File: src/rtl/uart_tx_arbiter_if.sv
// Handshake and uart_tx-side bus for uart_tx_arbiter.
// master: the arbiter. slave: the producers plus uart_tx, or a testbench.
interface uart_tx_arbiter_if #(
    parameter int unsigned NUM_REQ = 4,
    parameter int unsigned REQ_IDW = 2
);
    logic [NUM_REQ-1:0]   req_valid;
    logic [8*NUM_REQ-1:0] req_data;
    logic [NUM_REQ-1:0]   req_ready;
    logic                 tx_start;
    logic [7:0]           tx_data;
    logic                 tx_busy;
    logic [REQ_IDW-1:0]   grant_id;
    logic                 active;

    modport master (
        input  req_valid, req_data, tx_busy,
        output req_ready, tx_start, tx_data, grant_id, active
    );

    modport slave (
        output req_valid, req_data, tx_busy,
        input  req_ready, tx_start, tx_data, grant_id, active
    );
endinterface

File: src/rtl/uart_tx_arbiter.sv
// Round-robin arbiter sharing one uart_tx between NUM_REQ byte requesters.
// A byte is accepted in IDLE, tx_start pulses the following cycle, and no
// further grant is made until uart_tx has raised and then dropped busy.
// Optional feature macro UART_ARB_TIMEOUT_EN: adds arb_err and a watchdog that
// drops the byte if busy is not seen within 4 cycles of WAIT_BUSY.
module uart_tx_arbiter #(
    parameter int unsigned NUM_REQ = 4,
    parameter int unsigned REQ_IDW = 2
) (
    input  logic clk,
    input  logic reset,
`ifdef UART_ARB_TIMEOUT_EN
    output logic arb_err,
`endif
    uart_tx_arbiter_if.master bus
);

    typedef enum logic [1:0] {StIdle, StIssue, StWaitBusy, StWaitDone} state_e;

    state_e             state_q, state_d;
    logic [REQ_IDW-1:0] rr_ptr_q, rr_ptr_d;
    logic [REQ_IDW-1:0] grant_id_q, grant_id_d;
    logic [7:0]         tx_data_q, tx_data_d;
    logic               tx_start_q, tx_start_d;
    logic               active_q, active_d;

    logic               win_found;
    logic [REQ_IDW-1:0] win_idx;
    logic [REQ_IDW:0]   cand;
    logic               accept;

`ifdef UART_ARB_TIMEOUT_EN
    logic [2:0] wd_cnt_q, wd_cnt_d;
    logic       arb_err_q, arb_err_d;
`endif

    // Winner search: first valid requester starting at rr_ptr, wrapping explicitly.
    always_comb begin
        win_found = 1'b0;
        win_idx   = '0;
        cand      = '0;
        for (int unsigned k = 0; k < NUM_REQ; k++) begin
            cand = {1'b0, rr_ptr_q} + (REQ_IDW+1)'(k);
            if (cand >= (REQ_IDW+1)'(NUM_REQ)) begin
                cand = cand - (REQ_IDW+1)'(NUM_REQ);
            end
            if (!win_found && bus.req_valid[cand[REQ_IDW-1:0]]) begin
                win_found = 1'b1;
                win_idx   = cand[REQ_IDW-1:0];
            end
        end
    end

    // Gated on reset so no byte is acknowledged and then lost during reset.
    assign accept = (state_q == StIdle) && win_found && !bus.tx_busy && !reset;

    // One-hot ready towards the winning requester only.
    always_comb begin
        bus.req_ready = '0;
        if (accept) begin
            bus.req_ready[win_idx] = 1'b1;
        end
    end

    // Next-state and registered-output logic.
    always_comb begin
        state_d    = state_q;
        rr_ptr_d   = rr_ptr_q;
        grant_id_d = grant_id_q;
        tx_data_d  = tx_data_q;
        tx_start_d = 1'b0;
        active_d   = active_q;
`ifdef UART_ARB_TIMEOUT_EN
        wd_cnt_d   = wd_cnt_q;
        arb_err_d  = 1'b0;
`endif
        unique case (state_q)
            StIdle: begin
                if (accept) begin
                    tx_data_d  = bus.req_data[{win_idx, 3'b000} +: 8];
                    grant_id_d = win_idx;
                    active_d   = 1'b1;
                    rr_ptr_d   = (win_idx == REQ_IDW'(NUM_REQ - 1)) ? '0 : win_idx + 1'b1;
                    tx_start_d = 1'b1;
                    state_d    = StIssue;
                end
            end
            StIssue: begin
                state_d = StWaitBusy;
`ifdef UART_ARB_TIMEOUT_EN
                wd_cnt_d = '0;
`endif
            end
            StWaitBusy: begin
                if (bus.tx_busy) begin
                    state_d = StWaitDone;
                end
`ifdef UART_ARB_TIMEOUT_EN
                else if (wd_cnt_q == 3'd3) begin
                    arb_err_d = 1'b1;
                    active_d  = 1'b0;
                    state_d   = StIdle;
                end else begin
                    wd_cnt_d = wd_cnt_q + 3'd1;
                end
`endif
            end
            StWaitDone: begin
                if (!bus.tx_busy) begin
                    active_d = 1'b0;
                    state_d  = StIdle;
                end
            end
            default: state_d = StIdle;
        endcase
    end

    // State and output registers with synchronous reset.
    always_ff @(posedge clk) begin
        if (reset) begin
            state_q    <= StIdle;
            rr_ptr_q   <= '0;
            grant_id_q <= '0;
            tx_data_q  <= '0;
            tx_start_q <= 1'b0;
            active_q   <= 1'b0;
`ifdef UART_ARB_TIMEOUT_EN
            wd_cnt_q   <= '0;
            arb_err_q  <= 1'b0;
`endif
        end else begin
            state_q    <= state_d;
            rr_ptr_q   <= rr_ptr_d;
            grant_id_q <= grant_id_d;
            tx_data_q  <= tx_data_d;
            tx_start_q <= tx_start_d;
            active_q   <= active_d;
`ifdef UART_ARB_TIMEOUT_EN
            wd_cnt_q   <= wd_cnt_d;
            arb_err_q  <= arb_err_d;
`endif
        end
    end

    assign bus.tx_start = tx_start_q;
    assign bus.tx_data  = tx_data_q;
    assign bus.grant_id = grant_id_q;
    assign bus.active   = active_q;
`ifdef UART_ARB_TIMEOUT_EN
    assign arb_err      = arb_err_q;
`endif

endmodule

File: src/flat_wrapper.sv
// flat-port wrapper written by rule: the top's interface ports become plain ports
module uart_tx_arbiter_flat 
#(
    parameter int unsigned NUM_REQ = 4,
    parameter int unsigned REQ_IDW = 2
)
  (clk, reset, bus_req_valid, bus_req_data, bus_tx_busy, bus_req_ready, bus_tx_start, bus_tx_data, bus_grant_id, bus_active);
  uart_tx_arbiter_if #(.NUM_REQ(NUM_REQ), .REQ_IDW(REQ_IDW)) bus_i ();
  input  logic clk;
  input  logic reset;
  input wire logic [$bits(bus_i.req_valid)-1:0] bus_req_valid;
  input wire logic [$bits(bus_i.req_data)-1:0] bus_req_data;
  input wire logic [$bits(bus_i.tx_busy)-1:0] bus_tx_busy;
  output wire logic [$bits(bus_i.req_ready)-1:0] bus_req_ready;
  output wire logic [$bits(bus_i.tx_start)-1:0] bus_tx_start;
  output wire logic [$bits(bus_i.tx_data)-1:0] bus_tx_data;
  output wire logic [$bits(bus_i.grant_id)-1:0] bus_grant_id;
  output wire logic [$bits(bus_i.active)-1:0] bus_active;
  assign bus_i.req_valid = bus_req_valid;
  assign bus_i.req_data = bus_req_data;
  assign bus_i.tx_busy = bus_tx_busy;
  assign bus_req_ready = bus_i.req_ready;
  assign bus_tx_start = bus_i.tx_start;
  assign bus_tx_data = bus_i.tx_data;
  assign bus_grant_id = bus_i.grant_id;
  assign bus_active = bus_i.active;
  uart_tx_arbiter #(.NUM_REQ(NUM_REQ), .REQ_IDW(REQ_IDW)) u_core (.clk(clk), .reset(reset), .bus(bus_i));
endmodule
File: config.mk
export PLATFORM = sky130hd
export DESIGN_NAME = uart_tx_arbiter_flat
export DESIGN_NICKNAME = d
export VERILOG_FILES = /design/src/rtl/uart_tx_arbiter_if.sv /design/src/rtl/uart_tx_arbiter.sv /design/src/flat_wrapper.sv
export SDC_FILE = /design/constraint.sdc
export NUM_CORES = 1
export LEC_CHECK = 0
export CAP_MARGIN = 20
export CORE_UTILIZATION = 42
export DETAILED_ROUTE_END_ITERATION = 12
export PLACE_DENSITY = 0.85
export SLEW_MARGIN = 20
export SYNTH_ARGS = -nofsm -noshare
export SYNTH_HDL_FRONTEND = slang
export SYNTH_SLANG_ARGS = --single-unit
export TNS_END_PERCENT = 5
File: constraint.sdc
create_clock -name clk -period 3.8 [get_ports clk]
set_input_delay 0.76 -clock clk [delete_from_list [all_inputs] [get_ports clk]]
set_output_delay 0.76 -clock clk [all_outputs]
set_load 0.05 [all_outputs]
After elaboration in Yosys (flattened, before gate mapping)
Cells that the tools add are included.

Div/mod/pow operators: 0. Add/sub/neg operators: 8. $mul: 0. Bitwise gates (word level): 1. Reductions and logical operators: 18. Shift operators: 1. Order comparisons: 10. Equal/unequal tests: 7. Muxes and demuxes: 32.

Operator list (count): indexed part select 32 x 6 -> 8 bit (1); two-way mux 2 bit (12); < comparator 2 x 3 -> 1 bit, second input constant (5); two-way mux 1 bit (12); greater-or-equal comparator 3 bit, second input constant (3); binary-select mux 1 bit (select 2 bit) (4); case mux 2 bit (4 select lines) (1); subtractor 2 x 1 -> 2 bit, second input constant (4); logical AND 1 bit (7); adder 2 x 2 -> 3 bit, second input constant (2); == test 2 bit, second input constant (3); AND reduction 3 bit (2); logical NOT 1 bit (5); two-way mux 4 bit (1); inequality test 2 bit, second input constant (2); adder 2 x 1 -> 3 bit, second input constant (1); greater-or-equal comparator 2 x 3 -> 1 bit, second input constant (1); adder 2 x 1 -> 2 bit, second input constant (1); demux 1 bit (select 2 bit) (1); == test 2 x 1 -> 1 bit, second input constant (1); greater-or-equal comparator 2 x 1 -> 1 bit, second input constant (1); logical NOT 2 bit (1); inequality test 2 x 1 -> 1 bit, second input constant (1); case mux 1 bit (2 select lines) (1); 4 further kinds (4).

Latch bits: 0. Input port bits: 39. Logic and storage cells: 83. Memory bits (read-only): 0. Output and inout port bits: 16. Memories kept: 0. Bits in registers: 16. Bits in writable memories: 0.

Depth between registers and ports, before layout
Depth after elaboration: 19. Depth in mapped cells: 9. Gate-level depth less buffers: 7.

Worst setup path after synthesis
OpenSTA, ideal clock, no wires.

Path type: in2out. From: input port bus_req_valid[2]. To: output port bus_req_ready[1]. Path buffers: 2. Path slack: 830 ps. Arrival: 2210 ps. Data required time: 3040 ps. Cell stages on the path: 8. Cells stage by stage: nor2b_1 -> nor3b_1 -> o22ai_1 -> buf_4 -> buf_4 -> inv_1 -> ha_1 -> and2_1.

Cells in the longest elaborated chain, start to end: 17. Elaborated cells between the ends (all ways): 31. Classes of those cells: order compare: 2; mux: 19; reduce/logical: 10.

RTL lines: start, declared (line flat_wrapper.sv:11) `input wire logic [$bits(bus_i.req_valid)-1:0] bus_req_valid;`; binary-select mux 1 bit (select 2 bit) (line uart_tx_arbiter.sv:47) `if (!win_found && bus.req_valid[cand[REQ_IDW-1:0]]) begin`; two-way mux 1 bit (implied by the code) (line uart_tx_arbiter.sv:47); two-way mux 1 bit (line uart_tx_arbiter.sv:47); logical NOT 1 bit (line uart_tx_arbiter.sv:47); logical AND 1 bit (line uart_tx_arbiter.sv:47); two-way mux 1 bit (line uart_tx_arbiter.sv:47); logical NOT 1 bit (line uart_tx_arbiter.sv:47); logical AND 1 bit (line uart_tx_arbiter.sv:47); [2 not listed]; logical AND 1 bit (line uart_tx_arbiter.sv:47); two-way mux 2 bit * (line uart_tx_arbiter.sv:47); net u_core.win_idx[0] (line uart_tx_arbiter.sv:28) `logic [REQ_IDW-1:0] win_idx;`; < comparator 2 x 3 -> 1 bit (implied by the code) or greater-or-equal comparator 2 x 1 -> 1 bit (tied branches) (line uart_tx_arbiter.sv:61) `bus.req_ready[win_idx] = 1'b1;`; logical AND 1 bit (implied by the code) (line uart_tx_arbiter.sv:61); two-way mux 1 bit (implied by the code) (line uart_tx_arbiter.sv:61); demux 1 bit (select 2 bit) *; two-way mux 4 bit * (line uart_tx_arbiter.sv:60) `if (accept) begin`; end, declared (line flat_wrapper.sv:14) `output wire logic [$bits(bus_i.req_ready)-1:0] bus_req_ready;`.

Mark *: on every way through the listed nets, which the timed path passes. The rest lies on a longest branch. The select of a mux whose other input is x is not followed.

Worst setup path in the final report
From: input port bus_req_valid[1]. To: output port bus_req_ready[3].

Same word-level chain as after synthesis.

==> results.toml <==
[worst_setup_path]
critPathSlowestCell = "clkdlybuf4s50_1"
crit_end = "bus_req_ready[3]"
critical_path.max_stage_delay_ns = 0.58
rrSetupSlack_ns = 2.14
rr_startpoint = "u_core.rr_ptr_q[1]$_SDFFE_PP0P_"
rr_worst_depth = 6
crit_start = "bus_req_valid[1]"
cp_data_arrival_time_ns = 2.69
critPathLaunchType = "input pin"
path_cells = "clkdlybuf4s50_1 -> nor2b_1 -> a21boi_0 -> o32ai_2 -> inv_1 -> ha_1 -> and2_1 -> buf_12"
required_ns = 3.04
end_kind = "output port"
critPathKind = "input pin to output port"
cp_max_fo = 5
r2r-end = "u_core.rr_ptr_q[1]$_SDFFE_PP0P_"

[die]
rows = 17
die_x_um = 52.0
die_y_um = 52.0
ioPinCount = 55
start_util_pct = 46.1
coreArea_mm2 = 0.00228
dieArea_mm2 = 0.00270

[cells_and_area]
syn_to_final_growth_pct = 60.3
utilization_pct = 73.8
layout.nets = 217
layout-drive-gt1-share_pct = 10.1
fillCellCount = 176
n_antenna_cell = 0
final-instance-count-excl-fill = 196

[logic_synthesis]
synth.largest_area_cell = "dfxtp_1"
ys_seq_elements = 16
muxShareOfSynthArea_pct = 16.2
yosysSeqAreaShare_pct = 30.5
synth-compound-area-share_pct = 16.6
yosysWarnings = 0
synth_top_family_by_area = "simple AND/OR/NAND/NOR gates"
synthAdderAreaFrac_pct = 9.55
synth-simple-area-share_pct = 20.8
syn_area_mm2 = 0.00105
avgSynthCellArea_um2 = 9.28
synthTopCellsByArea = "dfxtp_1, mux2i_1, ha_1, o221ai_1, nand3b_1"
yosysUniqueCellTypes = 31
synth_xor_area_share_pct = 0
synth_top_area_share_pct = 30.5
syn-num-nets = 160
syn_inst = 113

[route]
num_vias = 1034
viasPerCell = 5.28
wl_per_cell_um = 13.9
drt_first_iter_violations = 14
drtAntennaViolNets = 0
drtPass1Iterations = 4
route.detailed.drc = 0
wirelength_mm = 2.73

[placement]
place.gp.congestion = 0.810
port_buffers = 54
dp_hpwl_mm = 2.24
placedCellCount = 193

[power_and_ir_drop]
p_per_area_mw_per_mm2 = 395
leakagePower_uw = 0.000715
ir_worst_vdd_v = 0.000274

[timing]
tightest_slew_ns = 0.524
fin_skew_ns = 0.000518
whs_ns = 0.469
fin_setup_tns_ns = 0
rsz0062_at_grt = "false"
layout_min_cycle_time_ns = 3.45
min_period_over_period_pct = 90.7
max_freq_ghz = 0.290
report.final.slew_viol_count = 0
slew_headroom_pct = 65.0
final-hold-violation-count = 0
setup_viol = 0

[outcome]
status = "complete, no violations"

[global_route]
antenna_found_initial = 0
grt_pass1_vias = 992
grt_usage_pct = 21.6
grt_pass1_wl_mm = 4.14
gr-total-overflow = 0
grt_max_degree = 17

[clock_network]
post-cts-setup-buffers = 0
htreeDepth = 1
cts_sinks = 16
cts_resized = 0
postCtsHoldBufs = 0
cts.path.max_buffers = 2
clkSlewWorstSetupHoldPaths_ns = 0.09
cts_tree = "built"
clock_tree.root_cell = "clkbuf_4"
numCtsBuffers = 3
insertion_delay_ns = 0.29

[run]
maxCapViolations = 0

[hold_path]
hp-class = "register to register"
critical path: cells and delay by family:
| family | cells | cell delay, ns |
|---|---|---|
| and+or+nand+nor | 2 | 0.26 |
| buffers and inverters | 3 | 0.89 |
| AOI/OAI and AO/OA | 2 | 0.58 |
| adders and majority gates | 1 | 0.20 |
through the flow:
stage,area (um2),power [uW],setup WS (ns)
2_1_floorplan,1050,451,0.830
3_3_place_gp,1660,568,0.426
3_5_place_dp,1660,578,0.350
4_1_cts,1680,667,0.348
5_1_grt,1680,703,0.244
6_report,1680,663,0.355
power breakdown:
| group | internal, uW | switching, uW |
|---|---|---|
| combinational | 152 | 200 |
| clock | 36.9 | 53.8 |
| sequential | 200 | 20.5 |
| total | 389 | 274 |
worst min-delay path by stage:
stage	cells past startpoint	endpoint	startpoint
final	2	u_core.bus.grant_id[0]$_SDFFE_PP0P_	u_core.bus.grant_id[0]$_SDFFE_PP0P_
after floorplan	2	u_core.rr_ptr_q[0]$_SDFFE_PP0P_	u_core.rr_ptr_q[0]$_SDFFE_PP0P_
after detailed placement	2	u_core.bus.grant_id[0]$_SDFFE_PP0P_	u_core.bus.grant_id[0]$_SDFFE_PP0P_
after CTS	2	u_core.bus.grant_id[0]$_SDFFE_PP0P_	u_core.bus.grant_id[0]$_SDFFE_PP0P_
after global routing	2	u_core.bus.grant_id[0]$_SDFFE_PP0P_	u_core.bus.grant_id[0]$_SDFFE_PP0P_
after global placement	2	u_core.bus.grant_id[1]$_SDFFE_PP0P_	u_core.bus.grant_id[1]$_SDFFE_PP0P_
cell usage after synthesis (all sizes together):
cell,count
a211o,1
a211oi,1
a21boi,1
a21oi,6
and2,4
buf,4
clkbuf,1
clkinv,1
dfxtp,16
ha,8
inv,6
mux2i,17
nand2,9
nand3b,8
nor2,7
nor2b,4
nor3,1
nor3b,1
nor4,1
o21ai,2
o221ai,8
o22ai,2
o31ai,1
o32ai,1
or2,1
or3,1
routing by layer:
layer  global-route usage [%]  up-vias  part of all wire [%]  wire [um]
met5                        0        -                     0          0
met4                     13.5        0                   3.1         85
met3                     2.63        9                   3.7        100
met2                     39.3       30                    55       1510
met1                     23.0      476                    38       1030
li1                         -      519                     -          -
registers in the layout, indices dropped and copies added, names as in the netlist:
register / cells
u_core.bus.grant_id: 2
u_core.bus.tx_data: 8
u_core.rr_ptr_q: 2
u_core.bus.active: 1
u_core.state_q: 2
u_core.bus.tx_start: 1
final cells by class:
cell class	instances	area, um2	share of cell area, %
inverter	7	31.3	1.86
sequential	16	320	19.1
clock buffer	3	22.5	1.34
timing repair buffer	57	603	35.9
tap	28	35.0	2.08
multi-input combinational	85	668	39.8
placed cells by master, fill, tap and decap left out:
cell type        instances
and2_1                   4
nor3_1                   1
nand2_1                  7
mux2i_1                 17
nand2_2                  1
clkbuf_4                 3
o22ai_2                  1
buf_4                    3
buf_12                   4
o22ai_1                  1
ha_1                     8
a21oi_1                  5
a21oi_2                  1
clkinv_4                 1
clkdlybuf4s50_1         50
a211o_1                  1
nand3b_1                 8
or2_1                    1
inv_1                    6
nor3b_1                  1
or3_1                    1
dfxtp_1                 16
a211oi_1                 1
a21boi_0                 1
o221ai_1                 8
nor2b_1                  4
nor4_2                   1
nor2_1                   7
o31ai_1                  1
o21ai_0                  2
nand2_4                  1
o32ai_2                  1
cell families (layout without fill, tap and decap cells):
| family | after synthesis | count (layout) |
|---|---|---|
| muxes | 17 | 17 |
| adders and majority gates | 8 | 8 |
| AOI/OAI and AO/OA | 23 | 23 |
| and+or+nand+nor | 37 | 37 |
| buffers and inverters | 12 | 67 |
| DFF | 16 | 16 |
(Power assumes the default switching activity.)
